[src/rtl/dbgmon_trace_dump_pkg.sv]
// Shared debug-monitor definitions.
// Trace dump sequencer states and trace window geometry.
package dbgmon_trace_dump_pkg;

    typedef enum logic [2:0] {
        IDLE,
        SETUP,
        ACCESS,
        OUT,
        DONE
    } dbgmon_dump_state_e;

    localparam int          DBGMON_TRACE_WORDS   = 8;
    localparam int          DBGMON_TRACE_ENTRIES = 128;
    localparam logic [12:0] DBGMON_TRACE_WIN     = 13'h0000;

endpackage

[src/rtl/dbgmon_trace_dump_if.sv]
// APB master bus plus outbound word stream of the trace dumper.
// master = dumper side, slave = monitor/bridge side.
interface dbgmon_trace_dump_if;

    logic        psel;
    logic        penable;
    logic        pwrite;
    logic [31:0] paddr;
    logic [31:0] pwdata;
    logic [31:0] prdata;
    logic        pready;
    logic        pslverr;

    logic        m_valid;
    logic [31:0] m_data;
    logic [2:0]  m_word;
    logic        m_last;
    logic        m_ready;

    modport master (
        output psel, penable, pwrite, paddr, pwdata,
        input  prdata, pready, pslverr,
        output m_valid, m_data, m_word, m_last,
        input  m_ready
    );

    modport slave (
        input  psel, penable, pwrite, paddr, pwdata,
        output prdata, pready, pslverr,
        input  m_valid, m_data, m_word, m_last,
        output m_ready
    );

endinterface

[src/rtl/dbgmon_trace_dump.sv]
// Drains the debug-monitor trace buffer over APB, one read per word,
// and forwards each word on a valid/ready stream.
module dbgmon_trace_dump
    import dbgmon_trace_dump_pkg::*;
#(
    parameter logic [31:0] BASE_ADDR       = 32'h0,
    parameter int          ENTRY_AW        = 7,
    parameter int          WORDS_PER_ENTRY = 8
) (
    input  logic                clk,
    input  logic                rst,
    input  logic                start,
    input  logic                abort,
    input  logic [ENTRY_AW-1:0] start_idx,
    input  logic [7:0]          entry_cnt,
    output logic                busy,
    output logic                done,
    output logic                err,
    output logic                aborted,
    dbgmon_trace_dump_if.master bus
);

    dbgmon_dump_state_e state_q, state_d;

    logic [ENTRY_AW-1:0] idx_q;
    logic [2:0]          word_q;
    logic [10:0]         wcnt_q;
    logic [10:0]         total_q;
    logic [31:0]         data_q;
    logic [2:0]          mword_q;
    logic                last_q;
    logic                abort_pend_q;

    logic                abort_req;
    logic [10:0]         n_ent;
    logic [12:0]         win_off;

    // An abort seen anywhere in a transfer is honoured at the next safe point.
    assign abort_req = abort | abort_pend_q;

    assign n_ent = (entry_cnt == 8'd0) ?
                   11'(DBGMON_TRACE_ENTRIES) :
                   {3'b000, entry_cnt};

    assign win_off = DBGMON_TRACE_WIN |
                     13'({idx_q, word_q, 2'b00});

    assign bus.paddr  = BASE_ADDR + {19'd0, win_off};
    assign bus.pwrite = 1'b0;
    assign bus.pwdata = 32'd0;
    assign bus.m_data = data_q;
    assign bus.m_word = mword_q;

    // State register.
    always_ff @(posedge clk or posedge rst) begin
        if (rst) begin
            state_q <= IDLE;
        end else begin
            state_q <= state_d;
        end
    end

    // Next-state logic and state-decoded outputs.
    always_comb begin
        state_d     = state_q;
        busy        = 1'b1;
        done        = 1'b0;
        bus.psel    = 1'b0;
        bus.penable = 1'b0;
        bus.m_valid = 1'b0;
        bus.m_last  = 1'b0;
        unique case (state_q)
            IDLE: begin
                busy = 1'b0;
                if (start) state_d = SETUP;
            end
            SETUP: begin
                bus.psel = 1'b1;
                state_d  = ACCESS;
            end
            ACCESS: begin
                bus.psel    = 1'b1;
                bus.penable = 1'b1;
                if (bus.pready) begin
                    if (bus.pslverr || abort_req) state_d = DONE;
                    else                          state_d = OUT;
                end
            end
            OUT: begin
                bus.m_valid = 1'b1;
                bus.m_last  = last_q;
                if (bus.m_ready) begin
                    if (last_q || abort_req) state_d = DONE;
                    else                     state_d = SETUP;
                end
            end
            DONE: begin
                done    = 1'b1;
                state_d = IDLE;
            end
            default: state_d = IDLE;
        endcase
    end

    // Address counters, captured stream word and sticky status.
    always_ff @(posedge clk or posedge rst) begin
        if (rst) begin
            idx_q        <= '0;
            word_q       <= '0;
            wcnt_q       <= '0;
            total_q      <= '0;
            data_q       <= '0;
            mword_q      <= '0;
            last_q       <= 1'b0;
            err          <= 1'b0;
            aborted      <= 1'b0;
            abort_pend_q <= 1'b0;
        end else begin
            unique case (state_q)
                IDLE: begin
                    abort_pend_q <= 1'b0;
                    if (start) begin
                        idx_q   <= start_idx;
                        word_q  <= '0;
                        wcnt_q  <= '0;
                        total_q <= 11'(n_ent * WORDS_PER_ENTRY);
                        err     <= 1'b0;
                        aborted <= 1'b0;
                    end
                end
                SETUP: begin
                    if (abort) abort_pend_q <= 1'b1;
                end
                ACCESS: begin
                    if (abort) abort_pend_q <= 1'b1;
                    if (bus.pready) begin
                        if (bus.pslverr) begin
                            err <= 1'b1;
                        end else if (abort_req) begin
                            aborted <= 1'b1;
                        end else begin
                            data_q  <= bus.prdata;
                            mword_q <= word_q;
                            last_q  <= (wcnt_q == total_q - 11'd1);
                        end
                    end
                end
                OUT: begin
                    if (abort) abort_pend_q <= 1'b1;
                    if (bus.m_ready) begin
                        wcnt_q <= wcnt_q + 11'd1;
                        word_q <= word_q + 3'd1;
                        if (word_q == 3'(WORDS_PER_ENTRY - 1))
                            idx_q <= idx_q + ENTRY_AW'(1);
                        if (!last_q && abort_req) aborted <= 1'b1;
                    end
                end
                DONE: begin
                    abort_pend_q <= 1'b0;
                end
                default: ;
            endcase
        end
    end

endmodule

[src/flat_wrapper.sv]
// flat-port wrapper written by rule: the top's interface ports become plain ports
module dbgmon_trace_dump_flat import dbgmon_trace_dump_pkg::*;
#(
    parameter logic [31:0] BASE_ADDR       = 32'h0,
    parameter int          ENTRY_AW        = 7,
    parameter int          WORDS_PER_ENTRY = 8
)
  (clk, rst, start, abort, start_idx, entry_cnt, busy, done, err, aborted, bus_psel, bus_penable, bus_pwrite, bus_paddr, bus_pwdata, bus_prdata, bus_pready, bus_pslverr, bus_m_valid, bus_m_data, bus_m_word, bus_m_last, bus_m_ready);
  dbgmon_trace_dump_if bus_i ();
  input  logic clk;
  input  logic rst;
  input  logic start;
  input  logic abort;
  input  logic [ENTRY_AW-1:0] start_idx;
  input  logic [7:0] entry_cnt;
  output logic busy;
  output logic done;
  output logic err;
  output logic aborted;
  output wire logic [$bits(bus_i.psel)-1:0] bus_psel;
  output wire logic [$bits(bus_i.penable)-1:0] bus_penable;
  output wire logic [$bits(bus_i.pwrite)-1:0] bus_pwrite;
  output wire logic [$bits(bus_i.paddr)-1:0] bus_paddr;
  output wire logic [$bits(bus_i.pwdata)-1:0] bus_pwdata;
  input wire logic [$bits(bus_i.prdata)-1:0] bus_prdata;
  input wire logic [$bits(bus_i.pready)-1:0] bus_pready;
  input wire logic [$bits(bus_i.pslverr)-1:0] bus_pslverr;
  output wire logic [$bits(bus_i.m_valid)-1:0] bus_m_valid;
  output wire logic [$bits(bus_i.m_data)-1:0] bus_m_data;
  output wire logic [$bits(bus_i.m_word)-1:0] bus_m_word;
  output wire logic [$bits(bus_i.m_last)-1:0] bus_m_last;
  input wire logic [$bits(bus_i.m_ready)-1:0] bus_m_ready;
  assign bus_psel = bus_i.psel;
  assign bus_penable = bus_i.penable;
  assign bus_pwrite = bus_i.pwrite;
  assign bus_paddr = bus_i.paddr;
  assign bus_pwdata = bus_i.pwdata;
  assign bus_i.prdata = bus_prdata;
  assign bus_i.pready = bus_pready;
  assign bus_i.pslverr = bus_pslverr;
  assign bus_m_valid = bus_i.m_valid;
  assign bus_m_data = bus_i.m_data;
  assign bus_m_word = bus_i.m_word;
  assign bus_m_last = bus_i.m_last;
  assign bus_i.m_ready = bus_m_ready;
  dbgmon_trace_dump #(.BASE_ADDR(BASE_ADDR), .ENTRY_AW(ENTRY_AW), .WORDS_PER_ENTRY(WORDS_PER_ENTRY)) u_core (.clk(clk), .rst(rst), .start(start), .abort(abort), .start_idx(start_idx), .entry_cnt(entry_cnt), .busy(busy), .done(done), .err(err), .aborted(aborted), .bus(bus_i));
endmodule
[config.mk]
export PLATFORM = sky130hd
export DESIGN_NAME = dbgmon_trace_dump_flat
export DESIGN_NICKNAME = d
export VERILOG_FILES = /design/src/rtl/dbgmon_trace_dump_pkg.sv /design/src/rtl/dbgmon_trace_dump_if.sv /design/src/rtl/dbgmon_trace_dump.sv /design/src/flat_wrapper.sv
export SDC_FILE = /design/constraint.sdc
export NUM_CORES = 1
export LEC_CHECK = 0
export ABC_AREA = 1
export CAP_MARGIN = 25
export CORE_ASPECT_RATIO = 1.4
export CORE_UTILIZATION = 30
export CTS_CLUSTER_SIZE = 20
export DETAILED_ROUTE_END_ITERATION = 16
export PLACE_DENSITY = 0.7
export SYNTH_ARGS = -nofsm -noshare
export SYNTH_HDL_FRONTEND = slang
export SYNTH_SLANG_ARGS = --single-unit
[constraint.sdc]
create_clock -name clk -period 3.2 [get_ports clk]
set_clock_uncertainty 0.15 [all_clocks]
set_input_delay 0.48 -clock clk [delete_from_list [all_inputs] [get_ports clk]]
set_output_delay 0.48 -clock clk [all_outputs]
set_load 0.02 [all_outputs]
Word-level counts from Yosys, hierarchy flattened
Cells that the tools add are included.
W data, S select, Z words.

storage, ports and cells
  input port bits = 54
  register bits = 71
  word-level logic and storage cells = 89
  output and inout port bits = 108

operators by class
  reductions and logical operators = 21
  $add $sub $neg = 4
  mux-type cells = 35
  bitwise operators = 3
  eq/ne operators = 15

operators with widths
  kind                     count
  $mux W11                 2
  $pmux W11 S2             1
  $mux W3                  7
  $mux W7                  3
  $mux W1                  15
  $pmux W7 S2              1
  $pmux W3 S4              1
  $reduce_and A4 Y1        3
  $add A11 B1 Y11 const B  1
  $eq A11 B11 Y1           1
  $sub A11 B1 Y11 const B  1
  $ne A2 B2 Y1 const B     5
  $logic_not A8 Y1         1
  $mux W8                  1
  $ne A2 B1 Y1 const B     4
  $add A7 B1 Y7 const B    1
  $reduce_and A7 Y1        1
  $eq A3 B2 Y1 const B     2
  $eq A3 B3 Y1 const B     2
  $pmux W3 S2              1
  $reduce_and A3 Y1        2
  $reduce_bool A2 Y1       3
  $pmux W1 S2              2
  $reduce_and A2 Y1        2
  12 further kinds         15

Logic depth before layout (Yosys ltp)
Gate-level depths: netlist of run 1.

  word-level depth = 5
  depth in mapped cells = 11
  gate-level depth less buffers = 11

Worst setup path before layout of run 1
No wires, ideal clock.

  path kind = flip-flop to flip-flop
  start point = reg u_core.word_q[0]
  end point = reg u_core.idx_q[5]
  path slack = 1.539 ns
  data required time = 2.933 ns
  arrival time = 1.395 ns
  path buffers = 0
  cell stages (with the launch flop) = 9
  clock period less this slack = 1.661 ns
  setup time = 0.117 ns
  cell sequence = dfrtp_1 -> ha_1 -> ha_1 -> o21ai_2 -> nor2_8 -> inv_2 -> nor2_1 -> nand2_1 -> nand2_1

between the ends
  cells in the longest elaborated chain, start to end = 3

ends and longest elaborated chain
  what                                line                      RTL
  from (decl)                         dbgmon_trace_dump.sv:26   logic [2:0] word_q;
  from (signal assigned)              dbgmon_trace_dump.sv:152  word_q <= word_q + 3'd1;
  $eq A3 B3 Y1                        dbgmon_trace_dump.sv:153  if (word_q == 3'(WORDS_PER_ENTRY - 1))
  $ne A2 B1 Y1 (no source line)       n/a
  $reduce_and A4 Y1 (no source line)  n/a
  to (signal assigned)                dbgmon_trace_dump.sv:123  idx_q <= start_idx;
  to (signal assigned)                dbgmon_trace_dump.sv:154  idx_q <= idx_q + ENTRY_AW'(1);
  to (decl)                           dbgmon_trace_dump.sv:25   logic [ENTRY_AW-1:0] idx_q;

Every way passes these cells.
A chain may end at the register's enable or synchronous reset.

Worst setup path in the final report of run 1
  start point = reg u_core.state_q[2]
  end point = out bus_m_last

between the ends
  cells in the longest elaborated chain, start to end = 2

ends and longest elaborated chain
  what                    line                     RTL
  from (decl)             dbgmon_trace_dump.sv:23  dbgmon_dump_state_e state_q, state_d;
  from (signal assigned)  dbgmon_trace_dump.sv:59  state_q <= state_d;
  $eq A3 B2 Y1            dbgmon_trace_dump.sv:72  unique case (state_q)
  $mux W1                 dbgmon_trace_dump.sv:72
  to (decl)               flat_wrapper.sv:31       output wire logic [$bits(bus_i.m_last)-1:0] bus_m_last;

Every way passes these cells.

==> flow_summary.ini, run 1 <==
[run_status]
outcome = finished, final reports clean

[synth]
syn_area_per_cell_sq_um = 7.713
syn-cell-area_sq_mm = 0.003941
syn_inst = 511
ys.warnings.count = 0
ys_types = 34
seq_area_frac_synth = 0.4508
ys_seq_elements = 71

[timing]
tightestPinTransition_ns = 0.6284
maxSlewViolCount = 0
period_needed_ns = 2.672
rsz0062_at_grt = no
fin_tns_setup_ns = 0
setup_ws_ns = 0.5282
fmax_mhz = 374.3
timing.final.crit_share = 0.8349
setup_viol_count_final = 0
slew_headroom = 0.5805
hold_viol_final = 0

[clock_tree]
h-tree-depth = 3
cts.sinks = 71
cts_hold_buf = 0
clock_path_buffers = 2
cts_tree = built
cts_setup_buffers = 0
cts_buffers = 9
root_buffer = clkbuf_16
clk_latency_ns = 0.33
clk_pin_slew_ns = 0.06
cts_resized = 0

[global_routing]
top_usage_layer = met2
gr-total-overflow = 0
gr-usage-met2 = 0.2556
track_usage = 0.1437
use_met1 = 0.1653
antenna_found_initial = 0
met3_usage = 0.02993
grt_max_degree = 38
grt_pass1_wl_um = 15300
first_global_vias = 3177

[die]
num_rows = 49
die_h_um = 137.6
die_x_um = 98.87
die_area_sq_mm = 0.01361
ioPinCount = 162
initial_core_util = 0.3076
core_sq_mm = 0.01281

[route]
avgViaCountPerCell = 4.362
drc = 0
ant_nets = 0
totalWireLength_um = 9101
avgRoutedWirePerCell_um = 11.71
dr_total_vias = 3389
dr.first_iter.drc_count = 95
first_pass_iters = 4

[cells_and_area]
fin_cells = 777
layout-drive-gt1-share = 0.06731
n_antenna_cell = 0
nets = 678
synthToLayoutAreaGrowth_pct = 32.73

[setup_path]
cp_slowest_stage_delay_ns = 0.60
endpoint_kind = primary output
cp_max_fo = 12
crit_path_top_delay_cell = clkdlybuf4s50_1
cp_top_family = buffers and inverters
critPathBufInv = 4
cp.required_ns = 2.57
crit_path_start = u_core.state_q[2]
crit_arrival_ns = 2.04
worstSetupStartpointType = flip-flop
cp_common_cell = inv_1
critPathKind = reg -> out
r2r_start = u_core.state_q[2]
path_cells = inv_1, nand3_2, clkinv_1, nand2_1, inv_1, clkdlybuf4s50_1

[placed_design]
place_inst = 761
dp_hpwl_um = 6890
place.gp.congestion = 0.8760
pre_cts_slack_ns = 0.8864
io_buffers = 106

[pwr]
power_density_mw_per_mm2 = 886.5
leakage_nw = 2.564
peakVddDrop_mv = 0.3646
power_mw = 4.637

[job]
max-cap-violations = 0

[hold_path]
hold_path_class = in -> async
==> state kept, by name, summed over array words and instances (netlist names), 3 cells and up <==
signal	count
u_core.word_q	3
u_core.total_q	8
u_core.bus.m_word	3
u_core.wcnt_q	11
u_core.idx_q	7
u_core.state_q	3
u_core.bus.m_data	32
==> through the flow <==
step                      instance area, sq um    util  hold WS (ns)
after floorplan                           4144       -        0.3170
after global placement                    4932  0.3849        0.3030
after detailed placement                  4932  0.3849        0.3074
after CTS                                 5231  0.4083        0.3216
after global routing                      5231  0.4083        0.3373
final                                     5231  0.4083        0.3169
==> where the power goes <==
group | leakage, nW | switching (mW) | total (mW) | internal (mW)
clock | 0.135 | 0.394 | 1.00 | 0.607
combinational | 1.51 | 1.25 | 2.16 | 0.913
sequential | 0.920 | 0.240 | 1.47 | 1.23
total | 2.56 | 1.88 | 4.64 | 2.75
==> worst reg2reg max path, delay by kind of cell, from the launching register on <==
| family | cells | cell delay, ns |
|---|---|---|
| flops | 1 | 0.40 |
| simple gates | 4 | 0.75 |
| buf+inv | 3 | 0.52 |
| compound gates | 2 | 0.25 |
==> synth_stat cells (all sizes together) <==
library cell / n / share of area
nand2: 198 / 0.19
dfrtp: 71 / 0.45
buf: 67 / 0.13
nor2: 43 / 0.048
inv: 34 / 0.032
o21ai: 24 / 0.032
nand3: 19 / 0.025
a21oi: 15 / 0.019
nor3: 8 / 0.011
nand4: 7 / 0.011
ha: 5 / 0.016
xnor2: 5 / 0.011
or2: 4 / 0.0064
nor4: 2 / 0.0032
xor2: 2 / 0.0044
and2: 1 / 0.0016
clkinv: 1 / 0.00095
conb: 1 / 0.00095
o211ai: 1 / 0.0019
o21a: 1 / 0.0019
o221a: 1 / 0.0029
o22ai: 1 / 0.0016
==> cell usage in the layout, fill, tap and decap left out, types with 7 or more instances in the layout <==
cell | netlist | routed
clkdlybuf4s50_1 | 0 | 106
a21oi_1 | 15 | 15
o21ai_1 | 8 | 8
nand3_1 | 18 | 18
nor2_1 | 40 | 40
dfrtp_1 | 71 | 71
o21ai_0 | 14 | 14
nor3_1 | 7 | 7
nand4_1 | 7 | 7
inv_2 | 6 | 7
clkbuf_16 | 0 | 9
inv_1 | 28 | 27
conb_1 | 1 | 55
nand2_1 | 193 | 193
==> final timing paths <==
| check | to | depth (start not counted) | slack, ns |
|---|---|---|---|
| max | bus_m_last | 6 | 0.53 |
| min | u_core.idx_q[0] | 2 | 0.32 |
| max reg2reg | u_core.wcnt_q[6] | 9 | 1.01 |
| min reg2reg | u_core.bus.m_data[28] | 2 | 0.32 |
| max in group asynchronous | u_core.bus.m_data[11] | 3 | 1.82 |
| min in group clk | u_core.bus.m_data[28] | 2 | 0.32 |
==> layout make-up <==
class                      count  area (sq um)
fill                        1284          7582
clock buffer                  10         229.0
tap                          153         191.4
timing repair buffer         110          1091
multi-input combinational    392          1742
inverter                      35         131.4
clock inverter                 6         70.07
sequential                    71          1777
==> routing by layer <==
| metal | up-vias | wire length, um |
|---|---|---|
| met3 | 17 | 517 |
| met4 | 0 | 173 |
| li1 | 1714 | - |
| met2 | 130 | 4549 |
| met1 | 1528 | 3861 |
| met5 | - | 0 |
==> logic make-up after synthesis <==
kind of cell	after synthesis	share of synthesized area
and+or+nand+nor	282	0.2984
buffers and inverters	102	0.1587
DFF	71	0.4508
AOI/OAI and AO/OA	43	0.05969
xor gates and xnor gates	7	0.01556
adders and majority gates	5	0.01587
other	1	0.0009515
Note: power is estimated with default switching activity, not from simulation.
==> inputs of run 2 (changes only) <==
==> constraint.sdc (replaced) <==
create_clock -name clk -period 2.68 [get_ports clk]
set_clock_uncertainty 0.15 [all_clocks]
set_input_delay 0.402 -clock clk [delete_from_list [all_inputs] [get_ports clk]]
set_output_delay 0.402 -clock clk [all_outputs]
set_load 0.02 [all_outputs]
==> run 2 against run 1 <==
Compared with the run above:
- combinational power increased by 20%
- core utilization increased by 0.51 points
- largest power group unchanged
- via count decreased by 0.44%
- wire length is 1.0% higher
- flip-flop and latch count stayed put
- design area grew 1.2%
- critical path depth down 2
- global-route usage down 0.16 points
- worst hold slack worse by 0.069 ns
- sequential share of layout area down 0.42 points
- critical path type unchanged
==> flow_summary.ini, run 2 (synthesis gave the netlist of run 1 again) <==
[setup_path]
endpoint_kind = primary output
cp.required_ns = 2.13
path_cells = nor2_2, nand2_1, inv_1, clkdlybuf4s50_1
r2r_start = u_core.state_q[2]
critPathBufInv = 2
critPathKind = reg -> out
crit_arrival_ns = 1.88
crit_path_top_delay_cell = clkdlybuf4s50_1
worstRegToRegCells = 10
regToRegEndpoint = u_core.wcnt_q[5]
worstSetupStartpointType = flip-flop
r2r_slack_ns = 0.81
cp_top_family = buffers and inverters
cp_max_fo = 6
cp_slowest_stage_delay_ns = 0.64

[clock_tree]
cts_buffers = 9
clock_path_buffers = 2
cts_resized = 0
root_buffer = clkbuf_16
cts_hold_buf = 0
cts_tree = built
cts_setup_buffers = 0
clk_latency_ns = 0.33
clk_pin_slew_ns = 0.06
h-tree-depth = 3
cts.sinks = 71

[die]
ioPinCount = 162
core_sq_mm = 0.01281
die_h_um = 137.6
die_area_sq_mm = 0.01361
num_rows = 49
initial_core_util = 0.3076
die_x_um = 98.87

[route]
avgRoutedWirePerCell_um = 11.76
ant_nets = 0
dr_total_vias = 3374
first_pass_iters = 4
drc = 0
dr.first_iter.drc_count = 99
avgViaCountPerCell = 4.315
totalWireLength_um = 9194

[timing]
maxSlewViolCount = 0
timing.final.crit_share = 0.9059
period_needed_ns = 2.428
fmax_mhz = 411.9
hold_viol_final = 0
fin_tns_setup_ns = 0
setup_viol_count_final = 0
rsz0062_at_grt = no

[placed_design]
place_inst = 766
dp_hpwl_um = 7052
io_buffers = 106
place.gp.congestion = 0.8124
placed_cell_area_sq_mm = 0.004982

[pwr]
power_mw = 5.630
power.switching_mw = 2.232
seqPwrFrac = 0.314
power_density_mw_per_mm2 = 1063
sw_frac_of_total = 0.3964
internal_power_mw = 3.398
leakage_nw = 2.605
peakVddDrop_mv = 0.4313
clkPwrFrac = 0.224
power_frac_comb = 0.462

[cells_and_area]
final_common_cell = nand2_1
largest_register_ff_count = 32
synthToLayoutAreaGrowth_pct = 34.38
n_antenna_cell = 0
layout_common_cells = 193 x nand2_1, 106 x clkdlybuf4s50_1, 71 x dfrtp_1, 55 x conb_1, 40 x nor2_1
fin_cells = 782
layout-drive-gt1-share = 0.07472
nets = 683
fin_area_sq_mm = 0.005296

[global_routing]
grt_max_degree = 36
gr-total-overflow = 0
antenna_found_initial = 0
grt_pass1_wl_um = 14810
first_global_vias = 3041
track_usage = 0.1421

[job]
max-cap-violations = 0

[run_status]
outcome = finished, final reports clean

[hold_path]
hold_path_class = in -> async
run 2: cell count changes in the layout (fill, tap and decap cells not counted), sizes merged:
cell      delta
buf          +5
bufinv       +1
clkinv       +1
clkinvlp     -1
inv          -1
run 2: how the worst max path moves through the flow:
stage,start,end,slack (ns),depth (start not counted)
2_1_floorplan,rst,u_core.abort_pend_q,0.33,1
3_3_place_gp,u_core.state_q[0],bus_penable,0.64,4
3_5_place_dp,u_core.state_q[0],bus_penable,0.62,4
4_1_cts,u_core.state_q[0],bus_penable,0.24,4
5_1_grt,u_core.state_q[0],bus_penable,0.15,4
6_report,u_core.state_q[0],bus_penable,0.25,4
run 2: through the flow:
stage	hold WS (ns)	util	setup WS, ns
after floorplan	0.3170	-	0.3314
after global placement	0.3029	0.3888	0.6364
after detailed placement	0.3078	0.3888	0.6169
after CTS	0.2608	0.4133	0.2414
after global routing	0.3047	0.4133	0.1466
final	0.2477	0.4133	0.2522
run 2: power by group through the flow:
| stage | logic, mW | registers (mW) | clock network (mW) |
|---|---|---|---|
| 2_1_floorplan | 1.34 | 2.10 | 0 |
| 3_5_place_dp | 2.63 | 1.78 | 0 |
| 6_report | 2.60 | 1.77 | 1.26 |
| 4_1_cts | 2.63 | 1.77 | 1.30 |
| 3_3_place_gp | 2.59 | 1.78 | 0 |
| 5_1_grt | 2.90 | 1.81 | 1.35 |
run 2: routing by layer:
metal | track usage | wire [um] | vias to the layer above
met3 | 0.03298 | 565 | 16
met4 | 0.06965 | 220 | 0
li1 | - | - | 1720
met5 | 0 | 0 | -
met1 | 0.1599 | 3778 | 1509
met2 | 0.2521 | 4630 | 129
run 2: final cells by class:
type                            count  area (sq um)
Fill cell                        1296          7517
Tap cell                          153         191.4
Multi-Input combinational cell    392          1742
Timing Repair Buffer              115          1141
Clock inverter                      6         85.08
Inverter                           35         131.4
Sequential cell                    71          1777
Clock buffer                       10         229.0
==> inputs of run 3 (changes only) <==
--- a/config.mk
+++ b/config.mk
@@ -11,6 +11,7 @@
 export CORE_UTILIZATION = 30
 export CTS_CLUSTER_SIZE = 20
 export DETAILED_ROUTE_END_ITERATION = 16
+export GPL_ROUTABILITY_DRIVEN = 0
 export PLACE_DENSITY = 0.7
 export SYNTH_ARGS = -nofsm -noshare
 export SYNTH_HDL_FRONTEND = slang
==> results of run 3 <==
No change in the layout: final DEF, timing and power equal those of run 2.
